**src/rtl/sram_sdp_param_if.sv**
```systemverilog
// Request/response bundle for the simple-dual-port SRAM.
// The master side issues writes, reads and clears; the slave side returns read results and readiness.
interface sram_sdp_param_if #(
  parameter int DATA_W = 8,
  parameter int ADDR_W = 4
);
  logic              clr;
  logic              wr_en;
  logic [ADDR_W-1:0] wr_addr;
  logic [DATA_W-1:0] wr_data;
  logic              rd_en;
  logic [ADDR_W-1:0] rd_addr;
  logic [DATA_W-1:0] rd_data;
  logic              rd_valid;
  logic              rd_err;
  logic              ready;

  modport master (
    output clr, wr_en, wr_addr, wr_data, rd_en, rd_addr,
    input  rd_data, rd_valid, rd_err, ready
  );

  modport slave (
    input  clr, wr_en, wr_addr, wr_data, rd_en, rd_addr,
    output rd_data, rd_valid, rd_err, ready
  );
endinterface

```
**src/rtl/sram_sdp_param.sv**
```systemverilog
// Parametrised simple-dual-port synchronous SRAM with registered read latency,
// read-during-write policy, out-of-range flag and a self-clearing init sweep.
module sram_sdp_param #(
  parameter int DATA_W   = 8,
  parameter int ADDR_W   = 4,
  parameter int DEPTH    = 16,
  parameter int READ_LAT = 1,
  parameter int RDW_MODE = 0
) (
  input  logic             clk,
  input  logic             rst_n,
  sram_sdp_param_if.slave  bus
);

  localparam logic [ADDR_W:0]   DEPTH_X  = (ADDR_W+1)'(DEPTH);
  localparam logic [ADDR_W-1:0] LAST_PTR = ADDR_W'(DEPTH - 1);

  typedef enum logic {INIT, IDLE} state_t;

  state_t            state, next_state;
  logic [ADDR_W-1:0] init_ptr, next_ptr;
  logic [DATA_W-1:0] mem [DEPTH];

  logic              wr_ok, rd_ok, wr_acc, rd_acc;
  logic [DATA_W-1:0] rd_word;

  logic              s1_valid, s1_err;
  logic [DATA_W-1:0] s1_data;

  assign wr_ok  = {1'b0, bus.wr_addr} < DEPTH_X;
  assign rd_ok  = {1'b0, bus.rd_addr} < DEPTH_X;
  assign wr_acc = (state == IDLE) && !bus.clr && bus.wr_en && wr_ok;
  assign rd_acc = (state == IDLE) && !bus.clr && bus.rd_en;

  always_ff @(posedge clk or negedge rst_n) begin
    if (!rst_n) begin
      state    <= INIT;
      init_ptr <= '0;
    end else begin
      state    <= next_state;
      init_ptr <= next_ptr;
    end
  end

  // INIT sweeps one word per edge and hands over on the edge that clears the last word.
  always_comb begin
    next_state = state;
    next_ptr   = init_ptr;
    case (state)
      INIT: begin
        if (init_ptr == LAST_PTR) begin
          next_state = IDLE;
          next_ptr   = '0;
        end else begin
          next_ptr = init_ptr + 1'b1;
        end
      end
      IDLE: begin
        if (bus.clr) begin
          next_state = INIT;
          next_ptr   = '0;
        end
      end
      default: next_state = INIT;
    endcase
  end

  always_ff @(posedge clk) begin
    if (state == INIT) begin
      mem[init_ptr] <= '0;
    end else if (wr_acc) begin
      mem[bus.wr_addr] <= bus.wr_data;
    end
  end

  // With RDW_MODE=1 a same-address write bypasses the array into the read result.
  always_comb begin
    rd_word = '0;
    if (rd_ok) begin
      if ((RDW_MODE == 1) && wr_acc && (bus.wr_addr == bus.rd_addr)) begin
        rd_word = bus.wr_data;
      end else begin
        rd_word = mem[bus.rd_addr];
      end
    end
  end

  always_ff @(posedge clk or negedge rst_n) begin
    if (!rst_n) begin
      s1_valid <= 1'b0;
      s1_err   <= 1'b0;
      s1_data  <= '0;
    end else begin
      s1_valid <= rd_acc;
      s1_err   <= rd_acc && !rd_ok;
      if (rd_acc) begin
        s1_data <= rd_word;
      end
    end
  end

  generate
    if (READ_LAT == 2) begin : g_lat2
      logic              s2_valid, s2_err;
      logic [DATA_W-1:0] s2_data;

      always_ff @(posedge clk or negedge rst_n) begin
        if (!rst_n) begin
          s2_valid <= 1'b0;
          s2_err   <= 1'b0;
          s2_data  <= '0;
        end else begin
          s2_valid <= s1_valid;
          s2_err   <= s1_err;
          if (s1_valid) begin
            s2_data <= s1_data;
          end
        end
      end

      assign bus.rd_valid = s2_valid;
      assign bus.rd_err   = s2_err;
      assign bus.rd_data  = s2_data;
    end else begin : g_lat1
      assign bus.rd_valid = s1_valid;
      assign bus.rd_err   = s1_err;
      assign bus.rd_data  = s1_data;
    end
  endgenerate

  assign bus.ready = (state == IDLE);

endmodule

```
**src/flat_wrapper.sv**
```systemverilog
// flat-port wrapper written by rule: the top's interface ports become plain ports
module sram_sdp_param_flat 
#(
  parameter int DATA_W   = 8,
  parameter int ADDR_W   = 4,
  parameter int DEPTH    = 16,
  parameter int READ_LAT = 1,
  parameter int RDW_MODE = 0
)
  (clk, rst_n, bus_clr, bus_wr_en, bus_wr_addr, bus_wr_data, bus_rd_en, bus_rd_addr, bus_rd_data, bus_rd_valid, bus_rd_err, bus_ready);
  sram_sdp_param_if #(.DATA_W(DATA_W), .ADDR_W(ADDR_W)) bus_i ();
  input  logic clk;
  input  logic rst_n;
  input wire logic [$bits(bus_i.clr)-1:0] bus_clr;
  input wire logic [$bits(bus_i.wr_en)-1:0] bus_wr_en;
  input wire logic [$bits(bus_i.wr_addr)-1:0] bus_wr_addr;
  input wire logic [$bits(bus_i.wr_data)-1:0] bus_wr_data;
  input wire logic [$bits(bus_i.rd_en)-1:0] bus_rd_en;
  input wire logic [$bits(bus_i.rd_addr)-1:0] bus_rd_addr;
  output wire logic [$bits(bus_i.rd_data)-1:0] bus_rd_data;
  output wire logic [$bits(bus_i.rd_valid)-1:0] bus_rd_valid;
  output wire logic [$bits(bus_i.rd_err)-1:0] bus_rd_err;
  output wire logic [$bits(bus_i.ready)-1:0] bus_ready;
  assign bus_i.clr = bus_clr;
  assign bus_i.wr_en = bus_wr_en;
  assign bus_i.wr_addr = bus_wr_addr;
  assign bus_i.wr_data = bus_wr_data;
  assign bus_i.rd_en = bus_rd_en;
  assign bus_i.rd_addr = bus_rd_addr;
  assign bus_rd_data = bus_i.rd_data;
  assign bus_rd_valid = bus_i.rd_valid;
  assign bus_rd_err = bus_i.rd_err;
  assign bus_ready = bus_i.ready;
  sram_sdp_param #(.DATA_W(DATA_W), .ADDR_W(ADDR_W), .DEPTH(DEPTH), .READ_LAT(READ_LAT), .RDW_MODE(RDW_MODE)) u_core (.clk(clk), .rst_n(rst_n), .bus(bus_i));
endmodule
```
**config.mk**
```make
export PLATFORM = sky130hd
export DESIGN_NAME = sram_sdp_param_flat
export DESIGN_NICKNAME = d
export VERILOG_FILES = /design/src/rtl/sram_sdp_param_if.sv /design/src/rtl/sram_sdp_param.sv /design/src/flat_wrapper.sv
export SDC_FILE = /design/constraint.sdc
export NUM_CORES = 1
export LEC_CHECK = 0
export BUFFER_PORTS_ARGS = -buffer_cell sky130_fd_sc_hd__clkbuf_2
export CORE_MARGIN = 2
export CORE_UTILIZATION = 54
export DETAILED_ROUTE_END_ITERATION = 8
export GPL_ROUTABILITY_DRIVEN = 0
export HOLD_SLACK_MARGIN = 0.12
export PLACE_DENSITY_LB_ADDON = 0.12
export SYNTH_ARGS = -nofsm -noshare
export SYNTH_HDL_FRONTEND = slang
export SYNTH_SLANG_ARGS = --single-unit
```
**constraint.sdc**
```tcl
create_clock -name clk -period 1.8 [get_ports clk]
set_input_delay 0.09 -clock clk [delete_from_list [all_inputs] [get_ports clk]]
set_output_delay 0.09 -clock clk [all_outputs]
set_load 0.1 [all_outputs]
```
Word-level counts from Yosys, hierarchy flattened
Memory sizes are Yosys's and may differ from the RTL's. A register that Yosys moved wholly into a read port is not among the register bits.
Index checks and enable logic that the tools add are counted.
{ "word_totals": {"register_bits": 6, "ramBits": 128, "inputBits": 21, "memories": 1} }
{ "classes": {"n_addsub": 1, "eq_ne": 2, "muxes": 13, "bitwise": 1, "n_reduce_logical": 6} }
{ "mem_list": {"columns": ["memory", "words", "width", "rd", "rd_ports_with_merged_regs", "write_ports", "line_no", "source"], "rows": [
  ["u_core.mem", 16, 8, 1, 1, 1, "sram_sdp_param.sv:22", "logic [DATA_W-1:0] mem [DEPTH];"]
]} }
{ "ops": {"columns": ["cell", "count"], "rows": [
  ["$mux 4", 3],
  ["$mux 8", 1],
  ["$pmux 4 s2", 1],
  ["$reduce_or 8->1", 1],
  ["$mux 1", 7],
  ["$add 4x1->4 const B", 1],
  ["$eq 4x4->1 const B", 1],
  ["$logic_and 1x1->1", 3],
  ["$logic_not 1->1", 2],
  ["$ne 2x2->1 const B", 1],
  ["$pmux 1 s2", 1],
  ["$not 1->1", 1]
]} }

Logic depth before layout (Yosys ltp)
Gate-level depths: netlist of run 1.
{ "depth": {"ltp_word": 8, "mapped_depth": 7, "depth_no_buf": 5} }

Worst setup path after synthesis of run 1
OpenSTA, ideal clock, no wires.
{ "synth_timing": {"kind": "reg2reg", "start": "register u_core.state (netlist: u_core.bus.ready)", "end": "memory u_core.mem[13][0], enable pin", "arrival_ns": 2.004, "required_ns": 1.430, "path_slack_ns": -0.574, "stages_incl_launch_ff": 5, "n_path_buf": 1, "period_less_slack_ns": 2.374, "cell_sequence": "dfrtp_1 > and3b_1 > clkbuf_1 > a31oi_1 > nor2_1"} }
{ "synth_via": {"elab_chain_len": 7} }
{ "synth_rtl": {"columns": ["element", "line_no", "source"], "rows": [
  ["from (decl)", "sram_sdp_param.sv:20", "state_t state, next_state;"],
  ["from (signal assigned)", "sram_sdp_param.sv:40", "state <= next_state;"],
  ["$logic_and 1x1->1 (2 in series)", "sram_sdp_param.sv:32", "assign wr_acc = (state == IDLE) && !bus.clr && bus.wr_en && wr_ok;"],
  ["$mux 1", "sram_sdp_param.sv:71", "end else if (wr_acc) begin"],
  ["$mux 1", "sram_sdp_param.sv:69", "if (state == INIT) begin"],
  ["$mux 1 (not written as such)", "sram_sdp_param.sv:72", "mem[bus.wr_addr] <= bus.wr_data;"],
  ["$reduce_or 8->1 (no source line)", null, null],
  ["$mux 4 (no source line) / $mux 1 (equally long branches)", null, null],
  ["to (decl)", "sram_sdp_param.sv:22", null]
]} }
Parallel ways exist; a longest one is shown, timed or not.

Worst setup path after layout of run 1
Same ends and word-level chain as after synthesis.

==> results.sh, run 1 <==
export IMPL_cpPeakStageDelay_ns=0.46
export IMPL_clock_skew_final_ns=0.0101
export IMPL_antenna_found_initial=0
export IMPL_antenna_cells=0
export IMPL_fin_crit_sh=0.977
export IMPL_wl_per_cell_um=23.8
export IMPL_run_status="completed"
export IMPL_power_density_mw_per_mm2=1450
export IMPL_tightest_slew_ns=0.803
export IMPL_drc_errors=0
export IMPL_viasPerCell=5.98
export IMPL_drtIter0Drc=293
export IMPL_cts_buffers=17
export IMPL_dp_hpwl_um=8010
export IMPL_layout_drive_gt1_share=0.311
export IMPL_yosysSeqAreaShare=0.722
export IMPL_yosysTopAreaCell="edfxtp_1"
export IMPL_io_pins=32
export IMPL_grt_pass1_vias=3099
export IMPL_slew_violations=0
export IMPL_firstDrtPassIters=4
export IMPL_hold_viol=0
export IMPL_cap_violations=0
export IMPL_setup_viol=0
export IMPL_ys_types=42
export IMPL_portBuffers=30
export IMPL_final_util=0.690
export IMPL_netlist_area_sq_mm=0.00581
export IMPL_die_width_um=108
export IMPL_max_slew_margin=0.463
export IMPL_hold_ws_ns=0.165
export IMPL_final_antenna_net_count=0
export IMPL_r2r_setup_slack_ns=0.04
export IMPL_start_util=0.560
export IMPL_cts_tree="done"
export IMPL_place_ws_ns=0.0101
export IMPL_netlist_area_leader_share=0.661
export IMPL_ir_drop_v=0.00109
export IMPL_clk_path_buf_depth=2
export IMPL_cp_slowest_cell="dfrtp_4"
export IMPL_cts_root_buf="clkbuf_8"
export IMPL_clock_latency_ns=0.52
export IMPL_hp_class="primary input to flip-flop"
export IMPL_gr_total_overflow=0
export IMPL_endpoint_kind="flip-flop"
export IMPL_synth_avg_cell_area_sq_um=19.4
export IMPL_ys_ff_latch=142
export IMPL_layout_nets=382
export IMPL_synth_cells=299
export IMPL_rsz0062_at_grt="true"
export IMPL_p_leak_nw=2.68
export IMPL_syn_num_nets=321
export IMPL_crit_required_ns=1.99
export IMPL_cts_sinks=142
export IMPL_synthTopCellsByArea="edfxtp_1, mux4_1, dfrtp_1"
export IMPL_min_period_ns=1.76
export IMPL_fin_ws_ns=0.0414
export IMPL_fp_row_count=37
export IMPL_clock_fmax_mhz=569
export IMPL_critical_path_class="flip-flop to flip-flop"
export IMPL_crit_chain="and3b_1, buf_12, nor3b_4, a31oi_4, nor2_4"
export IMPL_arrival_ns=1.95
export IMPL_startpoint_type="flip-flop"
export IMPL_cp_max_fo=20
export IMPL_clk_pin_slew_ns=0.06
export IMPL_num_vias=3043
export IMPL_yosys_warnings=0
export IMPL_core_sq_mm=0.0104
export IMPL_area_delta_synth_final_pct=23.0
export IMPL_track_usage=0.232
export IMPL_cts_max_level=4
export IMPL_crit_buf_inv=1
export IMPL_grt_max_degree=25
export IMPL_grt_pass1_wl_um=18700
export IMPL_power_w=0.0104
export IMPL_dieArea_sq_mm=0.0116
export IMPL_die_y_um=108
export IMPL_routed_wl_um=12100
export IMPL_tns_ns=0
export IMPL_crit_family="simple AND/OR/NAND/NOR gates"
==> metal layers <==
| layer | track usage | vias up | wire (um) |
|---|---|---|---|
| li1 | - | 1359 | - |
| met1 | 0.351 | 1605 | 5800 |
| met2 | 0.338 | 73 | 5760 |
| met3 | 0.0593 | 6 | 499 |
| met4 | 0.0659 | 0 | 73 |
| met5 | 0 | - | 0 |
==> cells in the final DEF (no fill, tap or decap), drive strengths merged, types with 2 or more instances in the layout <==
cell and instances:
mux2i 17, buf 22, a2111oi 3, bufinv 3, o21ai 3, mux4 29, dfrtp 14, clkinv 6
a31oi 7, and2 8, clkbuf 48, dlygate4sd3 5, o22ai 3, inv 9, o221ai 6, nor2 19
edfxtp 128, a32oi 2, and2b 2, nor3b 4, nand2 12, nand3b 2, clkinvlp 4
==> cell usage after synthesis <==
master     number
inv_1           7
and3b_1         1
xnor2_1         1
or2b_1          1
and2_1          8
a2111oi_0       3
nor2_1         19
dfrtp_1        14
o31ai_1         1
a2bb2oi_1       1
a21o_1          1
nand3_1         1
mux2_2          1
buf_4           2
a21oi_1         1
o31a_1          1
nor3b_1         4
o21ai_0         2
conb_1          1
edfxtp_1      128
buf_12          2
o22ai_1         3
mux2i_1        17
buf_2           5
mux4_2          2
nor3_1          1
nand2b_1        1
a32oi_1         2
nor2b_1         1
o21ai_1         1
nand3b_1        2
buf_6           4
nand2_1        12
and2b_1         2
inv_2           1
ha_1            1
o2bb2ai_1       1
mux4_1         27
a311oi_1        1
o221ai_1        6
a31oi_1         7
clkbuf_1        2
==> state kept, by name, indices dropped and copies added (netlist names) <==
name                 cells
u_core.mem             128
u_core.bus.rd_data       8
u_core.init_ptr          4
u_core.bus.rd_valid      1
u_core.bus.ready         1
==> report_power, final <==
part	internal, W	total (W)	switching [W]
Combinational	0.000797	0.00256	0.00176
Sequential	0.00419	0.00443	0.000240
Clock	0.00211	0.00341	0.00130
Total	0.00709	0.0104	0.00330
==> what timing repair did <==
item | in CTS | in global routing
setup buffers | 0 | 3
hold buffers | 5 | 0
endpoints found under the hold margin | 27 | 0
gates resized for setup | 0 | 1
endpoints found under the setup margin | 0 | 128
==> worst paths after layout <==
path / startpoint / end / cells after the start
worst min register to register: u_core.bus.rd_data[3] / u_core.bus.rd_data[3] / 2
worst max-delay path: u_core.bus.ready / u_core.mem[13][0] / 5
min in group asynchronous: rst_n / u_core.bus.rd_data[1] / 3
worst min-delay path: bus_wr_data[3] / u_core.mem[1][3] / 3
worst max register to register: u_core.bus.ready / u_core.mem[13][0] / 5
max in group asynchronous: rst_n / u_core.bus.ready / 3
==> worst reg2reg max path, cell delays in order, from the launching register on <==
cell	delay, ns
dfrtp_4	0.46
and3b_1	0.19
buf_12	0.17
nor3b_4	0.22
a31oi_4	0.10
nor2_4	0.28
==> cells by family (layout without fill, tap and decap cells) <==
kind of cell / after synthesis / in the layout / synth area share
other: 1 / 1 / 0.000645
buffers and inverters: 23 / 97 / 0.0280
and+or+nand+nor: 53 / 53 / 0.0456
adders and majority gates: 1 / 1 / 0.00215
AOI/OAI and AO/OA: 31 / 31 / 0.0394
muxes: 47 / 47 / 0.161
DFF: 142 / 142 / 0.722
xor gates and xnor gates: 1 / 1 / 0.00151
==> cell type report <==
class / instances / area [sq um]
clock buffer: 18 / 418
clock inverter: 14 / 169
fill: 682 / 3220
inverter: 8 / 30.0
multi-input combinational: 134 / 1740
sequential: 142 / 4200
tap: 136 / 170
timing repair buffer: 57 / 428
==> stage by stage <==
stage / area (sq um) / cells
2_1_floorplan: 6100 / 299
3_3_place_gp: 6450 / 469
3_5_place_dp: 6450 / 469
4_1_cts: 7090 / 506
5_1_grt: 7150 / 509
6_report: 7150 / 509
No activity file was read; power rests on OpenSTA's default activity.
==> run 2: changes to the inputs <==
--- a/config.mk
+++ b/config.mk
@@ -7,7 +7,7 @@
 export LEC_CHECK = 0
 export BUFFER_PORTS_ARGS = -buffer_cell sky130_fd_sc_hd__clkbuf_2
 export CORE_MARGIN = 2
-export CORE_UTILIZATION = 54
+export CORE_UTILIZATION = 55
 export DETAILED_ROUTE_END_ITERATION = 8
 export GPL_ROUTABILITY_DRIVEN = 0
 export HOLD_SLACK_MARGIN = 0.12
==> constraint.sdc (replaced) <==
create_clock -name clk -period 1.9 [get_ports clk]
set_input_delay 0.095 -clock clk [delete_from_list [all_inputs] [get_ports clk]]
set_output_delay 0.095 -clock clk [all_outputs]
set_load 0.1 [all_outputs]
==> results.sh, run 2 (synthesized netlist as in run 1, its figures left out) <==
export IMPL_run_status="completed"
export IMPL_die_y_um=107
export IMPL_portBuffers=30
export IMPL_cts_max_level=4
export IMPL_clock_fmax_mhz=529
export IMPL_cp_max_fo=8
export IMPL_layout_drive_gt1_share=0.299
export IMPL_fin_crit_sh=0.995
export IMPL_n_fill_cell=660
export IMPL_clock_latency_ns=0.52
export IMPL_startpoint_type="flip-flop"
export IMPL_drc_errors=0
export IMPL_io_pins=32
export IMPL_power_density_mw_per_mm2=1350
export IMPL_final_antenna_net_count=0
export IMPL_dieArea_sq_mm=0.0114
export IMPL_crit_required_ns=2.05
export IMPL_slew_violations=0
export IMPL_track_usage=0.226
export IMPL_cpPeakStageDelay_ns=0.52
export IMPL_tightest_slew_ns=0.776
export IMPL_multi_input_area_sq_mm=0.00152
export IMPL_clk_pin_slew_ns=0.06
export IMPL_antenna_found_initial=0
export IMPL_hold_depth=3
export IMPL_ir_drop_v=0.000885
export IMPL_cap_violations=0
export IMPL_antenna_cells=0
export IMPL_grt_max_degree=25
export IMPL_max_slew_margin=0.481
export IMPL_mostFrequentLayoutCell="edfxtp_1"
export IMPL_endpoint_kind="flip-flop"
export IMPL_min_period_ns=1.89
export IMPL_num_vias=3127
export IMPL_arrival_ns=2.04
export IMPL_grt_pass1_vias=3066
export IMPL_area_delta_synth_final_pct=22.9
export IMPL_rsz0062_at_grt="true"
export IMPL_p_leak_nw=2.77
export IMPL_final_cell_mix="edfxtp_1, clkbuf_2, mux4_1"
export IMPL_viasPerCell=5.90
export IMPL_crit_buf_inv=0
export IMPL_hold_start="bus_wr_data[2]"
export IMPL_min_to="u_core.mem[9][2]"
export IMPL_fp_row_count=37
export IMPL_seqCellArea_sq_mm=0.00420
export IMPL_dp_hpwl_um=7670
export IMPL_post_cts_repair_setup_buffers=0
export IMPL_crit_family="simple AND/OR/NAND/NOR gates"
export IMPL_cts_tree="done"
export IMPL_drtIter0Drc=208
export IMPL_crit_chain="and3b_2, nor2_1, a31oi_1, nor2_2"
export IMPL_r2r_start="u_core.bus.ready"
export IMPL_critical_path_class="flip-flop to flip-flop"
export IMPL_cts_buffers=17
export IMPL_cts_root_buf="clkbuf_8"
export IMPL_timing_rr_end="u_core.mem[7][6]"
export IMPL_clk_path_buf_depth=2
export IMPL_die_width_um=107
export IMPL_hp_class="primary input to flip-flop"
export IMPL_clock_skew_final_ns=0.0105
export IMPL_top_register="u_core.mem"
export IMPL_routed_wl_um=11800
export IMPL_firstDrtPassIters=7
export IMPL_ff2ff_path_depth=4
export IMPL_final_util=0.695
export IMPL_layout_nets=403
export IMPL_largest_reg_flops=128
export IMPL_hold_ws_ns=0.141
export IMPL_hold_viol=0
export IMPL_grt_pass1_wl_um=18000
export IMPL_wl_per_cell_um=22.3
export IMPL_cp_slowest_cell="nor2_2"
export IMPL_core_sq_mm=0.0103
export IMPL_start_util=0.565
export IMPL_r2r_setup_slack_ns=0.01
export IMPL_gr_total_overflow=0
export IMPL_setup_viol=0
export IMPL_cp_depth=4
export IMPL_cts_sinks=142
==> run 2: cell count changes in the layout (fill, tap and decap cells not counted), moves of 5 or more <==
| cell | before | now |
|---|---|---|
| buf_12 | 5 | 10 |
| nor2_4 | 16 | 1 |
| a31oi_1 | 1 | 6 |
| buf_4 | 17 | 26 |
| nor2_1 | 2 | 7 |
| a31oi_4 | 6 | 1 |
| nor2_2 | 1 | 11 |
==> run 2: worst max path at each step <==
stage | to | slack (ns) | startpoint
2_1_floorplan | u_core.mem[12][0] | -0.10 | u_core.bus.ready
3_3_place_gp | u_core.mem[14][2] | -0.11 | u_core.bus.ready
3_5_place_dp | u_core.mem[14][2] | -0.19 | u_core.bus.ready
4_1_cts | u_core.mem[7][5] | 0.02 | u_core.bus.ready
5_1_grt | u_core.mem[7][3] | -0.10 | u_core.bus.ready
6_report | u_core.mem[7][6] | 0.01 | u_core.bus.ready
==> run 2: what timing repair did <==
item	4_1_cts	5_1_grt
endpoints found under the setup margin	48	73
gates cloned	0	1
hold buffers	8	0
gates resized for setup	4	5
hold endpoints to repair	70	0
pin swaps	0	2
==> run 2: report_power, final <==
part | switching, W | total (W) | leakage, nW | internal, W
Combinational | 0.00153 | 0.00237 | 1.05 | 0.000837
Clock | 0.00124 | 0.00312 | 0.259 | 0.00188
Sequential | 0.000196 | 0.00416 | 1.46 | 0.00397
==> run 2: area by class of cell <==
class                           count  share of cell area
Clock inverter                     12              0.0193
Multi-Input combinational cell    135               0.213
Sequential cell                   142               0.588
Tap cell                          136              0.0238
Inverter                            8             0.00421
Timing Repair Buffer               77              0.0923
Clock buffer                       20              0.0596
==> run 2: layer usage <==
metal  global-route usage  wire [um]  vias to the layer above
li1                     -          -                     1409
met1                0.326       5370                     1590
met2                0.338       5510                      118
met3               0.0675        781                       10
met4               0.0686        150                        0
met5                    0          0                        -
==> run 2: worst min-delay path, cell delays in order <==
cell and delay (ns):
clkbuf_2 0.08, and2_1 0.11, buf_4 0.23
==> run 2: metrics by stage <==
stage / instances / cell area (sq um) / setup WS (ns) / total power [W] / TNS (ns)
5_1_grt: 530 / 7140 / -0.102 / 0.0100 / -2.39
4_1_cts: 529 / 7110 / 0.0170 / 0.00965 / 0
3_3_place_gp: 489 / 6450 / -0.108 / 0.00647 / -3.28
3_5_place_dp: 489 / 6450 / -0.186 / 0.00652 / -6.75
2_1_floorplan: 299 / 5840 / -0.101 / 0.00563 / -5.45
6_report: 530 / 7140 / 0.00958 / 0.00965 / 0
==> run 3: changes to the inputs <==
==> constraint.sdc (replaced) <==
create_clock -name clk -period 1.9 [get_ports clk]
set_input_delay 0.095 -clock clk [delete_from_list [all_inputs] [get_ports clk]]
set_output_delay 0.095 -clock clk [all_outputs]
set_load 0.05 [all_outputs]
==> results.sh, run 3 (synthesized netlist as in run 1, its figures left out) <==
export IMPL_fin_cells=514
export IMPL_fin_crit_sh=0.970
export IMPL_largest_reg_flops=128
export IMPL_startpoint_type="flip-flop"
export IMPL_multi_input_area_sq_mm=0.00156
export IMPL_dieArea_sq_mm=0.0114
export IMPL_seqCellArea_sq_mm=0.00420
export IMPL_cts_buffers=17
export IMPL_tightest_slew_ns=0.770
export IMPL_ir_drop_v=0.000816
export IMPL_num_vias=3067
export IMPL_core_sq_mm=0.0103
export IMPL_final_antenna_net_count=0
export IMPL_cap_violations=0
export IMPL_top_register="u_core.mem"
export IMPL_hp_class="primary input to flip-flop"
export IMPL_cp_max_fo=10
export IMPL_io_pins=32
export IMPL_dp_hpwl_um=7530
export IMPL_wl_per_cell_um=22.6
export IMPL_clk_path_buf_depth=2
export IMPL_clk_pin_slew_ns=0.06
export IMPL_setup_viol=0
export IMPL_antenna_cells=0
export IMPL_rsz0062_at_grt="true"
export IMPL_n_fill_cell=704
export IMPL_cts_max_level=4
export IMPL_crit_required_ns=2.14
export IMPL_drc_errors=0
export IMPL_final_util=0.680
export IMPL_grt_max_degree=37
export IMPL_placedCellCount=477
export IMPL_antenna_found_initial=0
export IMPL_mostFrequentLayoutCell="edfxtp_1"
export IMPL_layout_nets=387
export IMPL_crit_family="simple AND/OR/NAND/NOR gates"
export IMPL_run_status="completed"
export IMPL_p_leak_nw=2.68
export IMPL_final_cell_mix="edfxtp_1, clkbuf_2, mux4_1"
export IMPL_drtIter0Drc=224
export IMPL_arrival_ns=2.08
export IMPL_cts_tree="done"
export IMPL_die_y_um=107
export IMPL_firstDrtPassIters=4
export IMPL_crit_buf_inv=2
export IMPL_cts_root_buf="clkbuf_8"
export IMPL_min_period_ns=1.84
export IMPL_crit_chain="and3b_2, buf_4, nor3b_2, a31oi_2, nor2_2, buf_12"
export IMPL_post_cts_repair_setup_buffers=0
export IMPL_die_width_um=107
export IMPL_cpPeakStageDelay_ns=0.40
export IMPL_critical_path_class="flip-flop to flip-flop"
export IMPL_power_density_mw_per_mm2=1340
export IMPL_clock_latency_ns=0.53
export IMPL_endpoint_kind="flip-flop"
export IMPL_start_util=0.565
export IMPL_clock_fmax_mhz=543
export IMPL_max_slew_margin=0.485
export IMPL_fp_row_count=37
export IMPL_viasPerCell=5.97
export IMPL_tns_ns=0
export IMPL_cp_slowest_cell="dfrtp_2"
export IMPL_grt_pass1_wl_um=18000
export IMPL_routed_wl_um=11600
export IMPL_cts_sinks=142
export IMPL_grt_pass1_vias=3062
export IMPL_area_delta_synth_final_pct=20.2
export IMPL_hold_viol=0
export IMPL_portBuffers=30
export IMPL_clock_skew_final_ns=0.0115
export IMPL_layout_drive_gt1_share=0.299
export IMPL_slew_violations=0
export IMPL_gr_total_overflow=0
export IMPL_track_usage=0.224
-- run 3: cell count changes in the layout (fill, tap and decap cells not counted), moves of 2 or more --
cell	delta
a31oi_1	-3
clkbuf_8	+4
nor2_4	+4
clkbuf_1	-2
clkinv_2	+2
inv_6	-3
nor2_2	-3
buf_6	-3
dlygate4sd3_1	-3
a31oi_2	+3
buf_12	-7
buf_4	-2
-- run 3: worst paths after layout --
check	startpoint	depth (start not counted)	endpoint	slack, ns
min reg2reg	u_core.bus.rd_data[1]	2	u_core.bus.rd_data[1]	0.49
max reg2reg	u_core.bus.ready	6	u_core.mem[9][7]	0.06
max in group asynchronous	rst_n	3	u_core.bus.ready	0.65
min in group asynchronous	rst_n	3	u_core.bus.rd_data[3]	0.71
max	u_core.bus.ready	6	u_core.mem[9][7]	0.06
min	bus_wr_data[6]	2	u_core.mem[12][6]	0.20
-- run 3: area by class of cell --
class                           count  share of cell area
Inverter                            8             0.00430
Timing Repair Buffer               62              0.0630
Tap cell                          136              0.0244
Clock inverter                     10              0.0161
Clock buffer                       22              0.0677
Multi-Input combinational cell    134               0.224
Sequential cell                   142               0.601
-- run 3: metal layers --
| metal | track usage | vias up | part of all wire |
|---|---|---|---|
| met4 | 0.0965 | 0 | 0.021 |
| met3 | 0.0492 | 20 | 0.052 |
| met5 | 0 | - | 0 |
| met1 | 0.340 | 1568 | 0.47 |
| met2 | 0.318 | 113 | 0.46 |
| li1 | - | 1366 | - |
-- run 3: repair_timing --
action	4_1_cts	5_1_grt
pin swaps	2	0
resized for setup	12	5
hold buffers	5	0
setup endpoints to repair	72	70
hold endpoints to repair	27	0
-- run 3: where the power goes --
part	internal [W]	switching, W	total (W)
sequential	0.00397	0.000188	0.00415
clock	0.00200	0.00120	0.00320
combinational	0.000728	0.00124	0.00197
-- run 3: per-stage QoR --
stage                     hold slack, ns  power [W]  worst slack (ns)  cell area, sq um
after global placement            0.0449    0.00600           -0.0392              6270
after CTS                          0.198    0.00933            0.0133              6950
after floorplan                   -0.201    0.00533          -0.00880              5840
after global routing               0.228    0.00970           -0.0457              6990
after detailed placement          0.0441    0.00606            -0.137              6270
final                              0.198    0.00933            0.0578              6990
-- run 3: worst reg2reg max path, cell delays in order (launching register included) --
cell     delay, ns
dfrtp_2       0.40
and3b_2       0.29
buf_4         0.19
nor3b_2       0.19
a31oi_2       0.12
nor2_2        0.21
buf_12        0.15
